==> config.mk <==
export PLATFORM = sky130hd
export DESIGN_NAME = shift_sub_divider
export DESIGN_NICKNAME = d
export VERILOG_FILES = /design/src/rtl/shift_sub_divider.sv
export SDC_FILE = /design/constraint.sdc
export NUM_CORES = 1
export LEC_CHECK = 0
export ABC_AREA = 0
export BUFFER_PORTS_ARGS = -buffer_cell sky130_fd_sc_hd__buf_2
export CORE_MARGIN = 10
export CORE_UTILIZATION = 35
export CTS_CLUSTER_SIZE = 10
export DETAILED_ROUTE_END_ITERATION = 6
export SYNTH_ARGS = -nofsm -noshare
export SYNTH_HDL_FRONTEND = slang
export SYNTH_SLANG_ARGS = --single-unit
==> constraint.sdc <==
create_clock -name Clock -period 2.05 [get_ports Clock]
set_input_delay 0.41 -clock Clock [delete_from_list [all_inputs] [get_ports Clock]]
set_output_delay 0.41 -clock Clock [all_outputs]
set_load 0.01 [all_outputs]
==> src/rtl/shift_sub_divider.sv <==
// Sequential restoring divider: one quotient bit per clock, Start/Done handshake.
// Define DIV_SIGNED_EN for two's-complement operands (adds a sign fix-up cycle).
module shift_sub_divider #(
  parameter int N = 8
) (
  input  logic         Clock,
  input  logic         Reset_n,
  input  logic         Start,
  input  logic [N-1:0] A,
  input  logic [N-1:0] B,
  output logic [N-1:0] Q,
  output logic [N-1:0] Rem,
  output logic         Done,
  output logic         Busy,
  output logic         DivByZero
);

  localparam int CW = (N > 1) ? $clog2(N) : 1;

  typedef enum logic [1:0] {S_IDLE, S_RUN, S_FIX, S_DONE} state_t;

  state_t         state_q;
  logic [CW-1:0]  cnt_q;
  logic [N-1:0]   dvd_q;
  logic [N-1:0]   dvs_q;
  logic [N-1:0]   acc_q;
  logic [N-1:0]   q_q;
  logic [N-1:0]   rem_q;
  logic           done_q;
  logic           busy_q;
  logic           dbz_q;

  logic [N-1:0]   a_mag;
  logic [N-1:0]   b_mag;
  logic [N:0]     acc_sh;
  logic [N-1:0]   diff;
  logic           ge;
  logic [N-1:0]   acc_d;
  logic [N-1:0]   dvd_d;

`ifdef DIV_SIGNED_EN
  logic           qneg_q;
  logic           rneg_q;

  assign a_mag = A[N-1] ? -A : A;
  assign b_mag = B[N-1] ? -B : B;
`else
  assign a_mag = A;
  assign b_mag = B;
`endif

  // The shifted partial remainder is N+1 bits; if its top bit is set it
  // certainly exceeds the divisor, so only the low N bits need subtracting.
  always_comb begin
    acc_sh = {acc_q, dvd_q[N-1]};
    diff   = acc_sh[N-1:0] - dvs_q;
    ge     = acc_sh[N] | (acc_sh[N-1:0] >= dvs_q);
    acc_d  = ge ? diff : acc_sh[N-1:0];
    dvd_d  = {dvd_q[N-2:0], ge};
  end

  always_ff @(posedge Clock or negedge Reset_n) begin
    if (!Reset_n) begin
      state_q <= S_IDLE;
      cnt_q   <= '0;
      dvd_q   <= '0;
      dvs_q   <= '0;
      acc_q   <= '0;
      q_q     <= '0;
      rem_q   <= '0;
      done_q  <= 1'b0;
      busy_q  <= 1'b0;
      dbz_q   <= 1'b0;
`ifdef DIV_SIGNED_EN
      qneg_q  <= 1'b0;
      rneg_q  <= 1'b0;
`endif
    end else begin
      done_q <= (state_q == S_DONE);
      case (state_q)
        S_IDLE: begin
          if (Start) begin
            busy_q <= 1'b1;
            acc_q  <= '0;
            cnt_q  <= CW'(N - 1);
            dvd_q  <= a_mag;
            dvs_q  <= b_mag;
`ifdef DIV_SIGNED_EN
            qneg_q <= A[N-1] ^ B[N-1];
            rneg_q <= A[N-1];
`endif
            // A zero divisor skips the iteration and reports the fixed result.
            if (B == '0) begin
              q_q     <= '1;
              rem_q   <= A;
              dbz_q   <= 1'b1;
              state_q <= S_DONE;
            end else begin
              dbz_q   <= 1'b0;
              state_q <= S_RUN;
            end
          end
        end
        S_RUN: begin
          acc_q <= acc_d;
          dvd_q <= dvd_d;
          if (cnt_q == '0) begin
`ifdef DIV_SIGNED_EN
            state_q <= S_FIX;
`else
            q_q     <= dvd_d;
            rem_q   <= acc_d;
            state_q <= S_DONE;
`endif
          end else begin
            cnt_q <= cnt_q - CW'(1);
          end
        end
`ifdef DIV_SIGNED_EN
        S_FIX: begin
          q_q     <= qneg_q ? -dvd_q : dvd_q;
          rem_q   <= rneg_q ? -acc_q : acc_q;
          state_q <= S_DONE;
        end
`endif
        S_DONE: begin
          busy_q  <= 1'b0;
          state_q <= S_IDLE;
        end
        default: begin
          busy_q  <= 1'b0;
          state_q <= S_IDLE;
        end
      endcase
    end
  end

  assign Q         = q_q;
  assign Rem       = rem_q;
  assign Done      = done_q;
  assign Busy      = busy_q;
  assign DivByZero = dbz_q;

endmodule

==> reports/qor.csv, run 1 <==
metric,value,unit
cts_buffer_depth,2,
via_count,2110,
drc,0,
drv_cap,0,
syn2layout_area_growth,34.4,%
h-tree-depth,2,
viasPerCell,5.13,
slew_viol_final,0,
tritoncts,yes,
synth_seq_area_share,0.499,
clk_pin_slew,0.10,ns
routedWlPerCell,15.6,um
synth_edf_count,0,
hpwlAfterDp,4640,um
multi_input_area,1260,um^2
postSynthCellCount,261,
finalWeightedCongestion,0.877,
io_pins,38,
antenna_found_initial,0,
hold_viol_final,0,
ys_types,43,
grt_setup_unrepaired,true,
layout_commonest_cell,dfrtp_1,
ant_nets,0,
critPathRequiredTime,2.25,ns
finalCriticalPeriod,2.04,ns
syn_avg_cell_area,9.22,um^2
clock_latency,0.32,ns
worstSetupPathType,reg -> reg,
worstMarginPinSlew,0.624,ns
first_iter_violations,80,
globalRouteTotalUtil,0.122,
diodes,0,
fin_nets,360,
fp.dieW,103,um
final_area,3230,um^2
worstPathMaxFanout,6,
drtPass1Iterations,4,
overflow,0,
wl,6430,um
finalCritPeriodShare,0.996,
coreArea,6720,um^2
setup_viol,0,
endpoint_kind,register,
critical_path_arrival,2.24,ns
holdBufCountCts,0,
min_path_type,in -> async,
synth_nets,291,
layout_common_cells,"47 x dfrtp_1, 42 x nand2_1, 37 x nor2_1, 37 x buf_2, 31 x buf_4",
start_util,0.358,
yosys_warnings,0,
root_buffer,clkbuf_8,
ys_seq_elements,48,
status,finished clean,
relSlewSlack,0.584,
grt_pass1_vias,2156,
cp-start-kind,register,
port_buffers,37,
netlist_area,2410,um^2
fmax,490,MHz
clkSinkCount,48,
seq_area,1200,um^2
die_y,103,um
die_area,10600,um^2
drive_above_1_share,0.335,
fp-row-count,30,
fin_skew,0.0101,ns
postSynth.asyncResetShare,1.00,
grt_pass1_wl,10300,um
dpl_cell_area,2920,um^2
grt_max_degree,49,
numCtsBuffers,5,
nFillCells,633,
ys.flop_type,dfrtp_1,
## Yosys cell counts (2+ instances only)
cell type	count	area [um^2]
a211oi_1	3	22.5
a21oi_1	15	75.1
a221o_1	2	20.0
a22oi_1	3	22.5
a2bb2oi_1	5	43.8
a31oi_1	15	93.8
buf_2	2	10.0
buf_6	2	22.5
clkbuf_1	6	22.5
dfrtp_1	48	1200
ha_1	10	125
inv_1	16	60.1
mux2_2	2	22.5
nand2_1	42	158
nand2b_1	3	18.8
nand3_1	4	20.0
nand4_1	2	12.5
nor2_1	37	139
nor2b_1	3	18.8
nor3_1	2	10.0
o21ai_0	14	70.1
xnor2_1	4	35.0
## flip-flops by register name, summed over array words and instances (netlist names), 2 cells and up
register,count
Q,8
acc_q,8
cnt_q,3
state_q,2
dvd_q,8
dvs_q,8
Rem,8
## per-stage QoR
stage | worst slack [ns] | setup TNS [ns] | instances | hold WS, ns | utilization
after floorplan | 0.00329 | 0 | 261 | 0.114 | -
after global placement | -0.0164 | -0.0438 | 402 | 0.497 | 0.435
after detailed placement | -0.0573 | -0.197 | 402 | 0.499 | 0.435
after CTS | 0.00479 | 0 | 410 | 0.215 | 0.459
after global routing | -0.0729 | -0.183 | 411 | 0.240 | 0.481
final | 0.00880 | 0 | 411 | 0.174 | 0.481
## layout make-up
cell class	count	share of cell area
Inverter	18	0.0209
Timing Repair Buffer	73	0.149
Tap cell	80	0.0310
Sequential cell	48	0.372
Multi-Input combinational cell	184	0.391
Clock buffer	5	0.0213
Clock inverter	3	0.0147
## per-layer routing
metal  routed length (um)  global-route usage  share of wire
met5                    0                   0              0
met4                  145              0.0503          0.023
met3                  225              0.0261          0.035
met2                 3390               0.206           0.53
met1                 2670               0.147           0.42
## timing repair
item                                    in CTS  in global routing
pin swaps                                    0                  9
hold endpoints to repair                     0                  0
gates resized for setup                      7                 22
buffers inserted                             0                  2
endpoints found under the setup margin       6                 16
## kinds of logic (layout without fill, tap and decap cells)
| group | count (synthesis) | in the layout | share of synthesized area |
|---|---|---|---|
| AND/OR/NAND/NOR | 99 | 99 | 0.177 |
| multiplexers | 3 | 3 | 0.0135 |
| AO/OA/AOI/OAI | 67 | 67 | 0.181 |
| flip-flops | 48 | 48 | 0.499 |
| adder cells (fa/ha/maj) | 11 | 11 | 0.0603 |
| buffers and inverters | 29 | 99 | 0.0541 |
| XOR/XNOR | 4 | 4 | 0.0146 |
## final timing paths
| check | endpoint | slack [ns] | cells past startpoint | start |
|---|---|---|---|---|
| setup reg to reg | Rem[5] | 0.009 | 8 | acc_q[2] |
| hold reg to reg | Q[5] | 0.53 | 2 | Q[5] |
| min in group Clock | dvs_q[1] | 0.31 | 3 | B[1] |
| setup / recovery | Rem[5] | 0.009 | 8 | acc_q[2] |
| max in group asynchronous | acc_q[1] | 1.43 | 2 | Reset_n |
| hold / removal | Q[3] | 0.17 | 2 | Reset_n |
## critical path: stages, from the launching register on
cell and delay, ns:
dfrtp_1 0.44, ha_4 0.33, nand4_1 0.15, a31oi_4 0.25, buf_6 0.13, nor3_4 0.04
buf_6 0.13, a221o_1 0.29, o22a_1 0.17
Power of run 1 is left out: the tool's default activity adds up to more than one toggle a clock period on the data nets, which glitch-free logic cannot reach.
==> run 2, diff against run 1 <==
Settings changed: CELL_PAD_IN_SITES_DETAIL_PLACEMENT set to 0, CELL_PAD_IN_SITES_GLOBAL_PLACEMENT set to 1, CORE_UTILIZATION 35 to 30, PLACE_DENSITY_LB_ADDON set to 0.1.
==> run 2 against run 1 <==
Net effect:
- die area increased by 13%
- worst hold slack improved by 0.016 ns
- core utilization is 5.9 points lower
- cell count is 6.3% higher
- maximum frequency fell by 3.1%
- the flow now finishes with violations (setup timing)
- global-route usage fell by 1.1 points
- non-clock buffer count rose by 4
- highest routed layer unchanged
- register-to-register slack worse by 0.06 ns
- clock skew up 0.0023 ns
- critical path depth rose by 2
- wire length unchanged
==> reports/qor.csv, run 2 (synthesis results as in run 1) <==
metric,value,unit
status,"complete, but fails checks",
violations,setup timing,
drv_cap,0,
root_buffer,clkbuf_8,
drive_above_1_share,0.349,
layout_setup_ws,-0.0561,ns
min_path_type,in -> async,
wl,6430,um
finalWeightedCongestion,0.755,
globalRouteTotalUtil,0.111,
die_y,110,um
fp.dieW,110,um
port_buffers,37,
crit_chain,"inv_1, ha_2, inv_2, fa_2, nand3_2, a31oi_4, nor3_4, buf_6, o2bb2a_4, a31oi_1",
relSlewSlack,0.583,
finalCriticalPeriod,2.11,ns
critical-path-top-delay-family,adder cells,
worstPathMaxFanout,6,
clk_pin_slew,0.10,ns
h-tree-depth,2,
grt_setup_unrepaired,true,
cts_buffer_depth,2,
clock_latency,0.31,ns
die_area,12000,um^2
drc,0,
grt_max_degree,49,
tritoncts,yes,
fp-row-count,32,
first_iter_violations,60,
fmax,475,MHz
setup_viol,8,
hpwlAfterDp,4740,um
io_pins,38,
worstSetupPathType,reg -> reg,
nFillCells,796,
numCtsBuffers,5,
startpoint,dvd_q[7],
hold_viol_final,0,
slew_viol_final,0,
overflow,0,
finalCritPeriodShare,1.03,
ant_nets,0,
start_util,0.310,
endpoint_kind,register,
coreArea,7770,um^2
reg2reg_from,dvd_q[7],
layout_common_cells,"48 x dfrtp_1, 41 x nand2_1, 37 x nor2_1, 37 x buf_2, 34 x buf_4",
hold_slack,0.190,ns
fin_skew,0.0124,ns
grt_pass1_vias,2120,
path_buf_inv,3,
diodes,0,
clkSinkCount,48,
critPathRequiredTime,2.29,ns
critical_path_arrival,2.34,ns
grt_pass1_wl,10700,um
routedWlPerCell,14.7,um
worstMarginPinSlew,0.625,ns
worst_path_max_delay_cell,dfrtp_1,
fin_nets,364,
antenna_found_initial,0,
drtPass1Iterations,4,
cp-start-kind,register,
layout_commonest_cell,dfrtp_1,
final_util,0.423,
viasPerCell,4.71,
via_count,2059,
syn2layout_area_growth,36.4,%
max_stage_delay,0.40,ns
## run 2: path summary, 6_finish.rpt
path / to / slack (ns) / cells past startpoint
max in group asynchronous: Rem[6] / 1.43 / 2
min in group Clock: dvs_q[4] / 0.32 / 3
setup / recovery: Rem[1] / -0.06 / 10
hold reg to reg: DivByZero / 0.53 / 2
setup reg to reg: Rem[1] / -0.06 / 10
hold / removal: dvs_q[4] / 0.19 / 2
## run 2: final cells by class
class,count,area (um^2),share of cell area
Clock buffer,6,82.6,0.0252
Inverter,18,67.6,0.0206
Tap cell,102,128,0.0389
Sequential cell,48,1200,0.366
Multi-Input combinational cell,184,1260,0.385
Timing Repair Buffer,77,526,0.160
Clock inverter,2,15.0,0.00457
## run 2: timing repair
| action | CTS | global route |
|---|---|---|
| pin swaps | 4 | 12 |
| gates resized for setup | 16 | 19 |
| setup buffers | 1 | 5 |
| setup endpoints to repair | 13 | 16 |
| hold buffers | 0 | 0 |
## run 2: per-layer routing
layer  routed length, um  GRT usage  vias up
met1                3130      0.150      976
met3                 242     0.0228        5
met2                2990      0.176       26
met4                  60     0.0307        0
li1                    -          -     1052
met5                   0          0        -
## run 2: through the flow
stage	TNS, ns	worst slack [ns]	cell area [um^2]	std cells
2_1_floorplan	0	0.00329	2420	261
3_3_place_gp	-0.522	-0.148	2940	423
3_5_place_dp	-1.00	-0.155	2940	423
4_1_cts	-0.0464	-0.0319	3120	432
5_1_grt	-1.70	-0.164	3280	437
6_report	-0.201	-0.0561	3280	437
Power of run 2 is left out for the same reason.
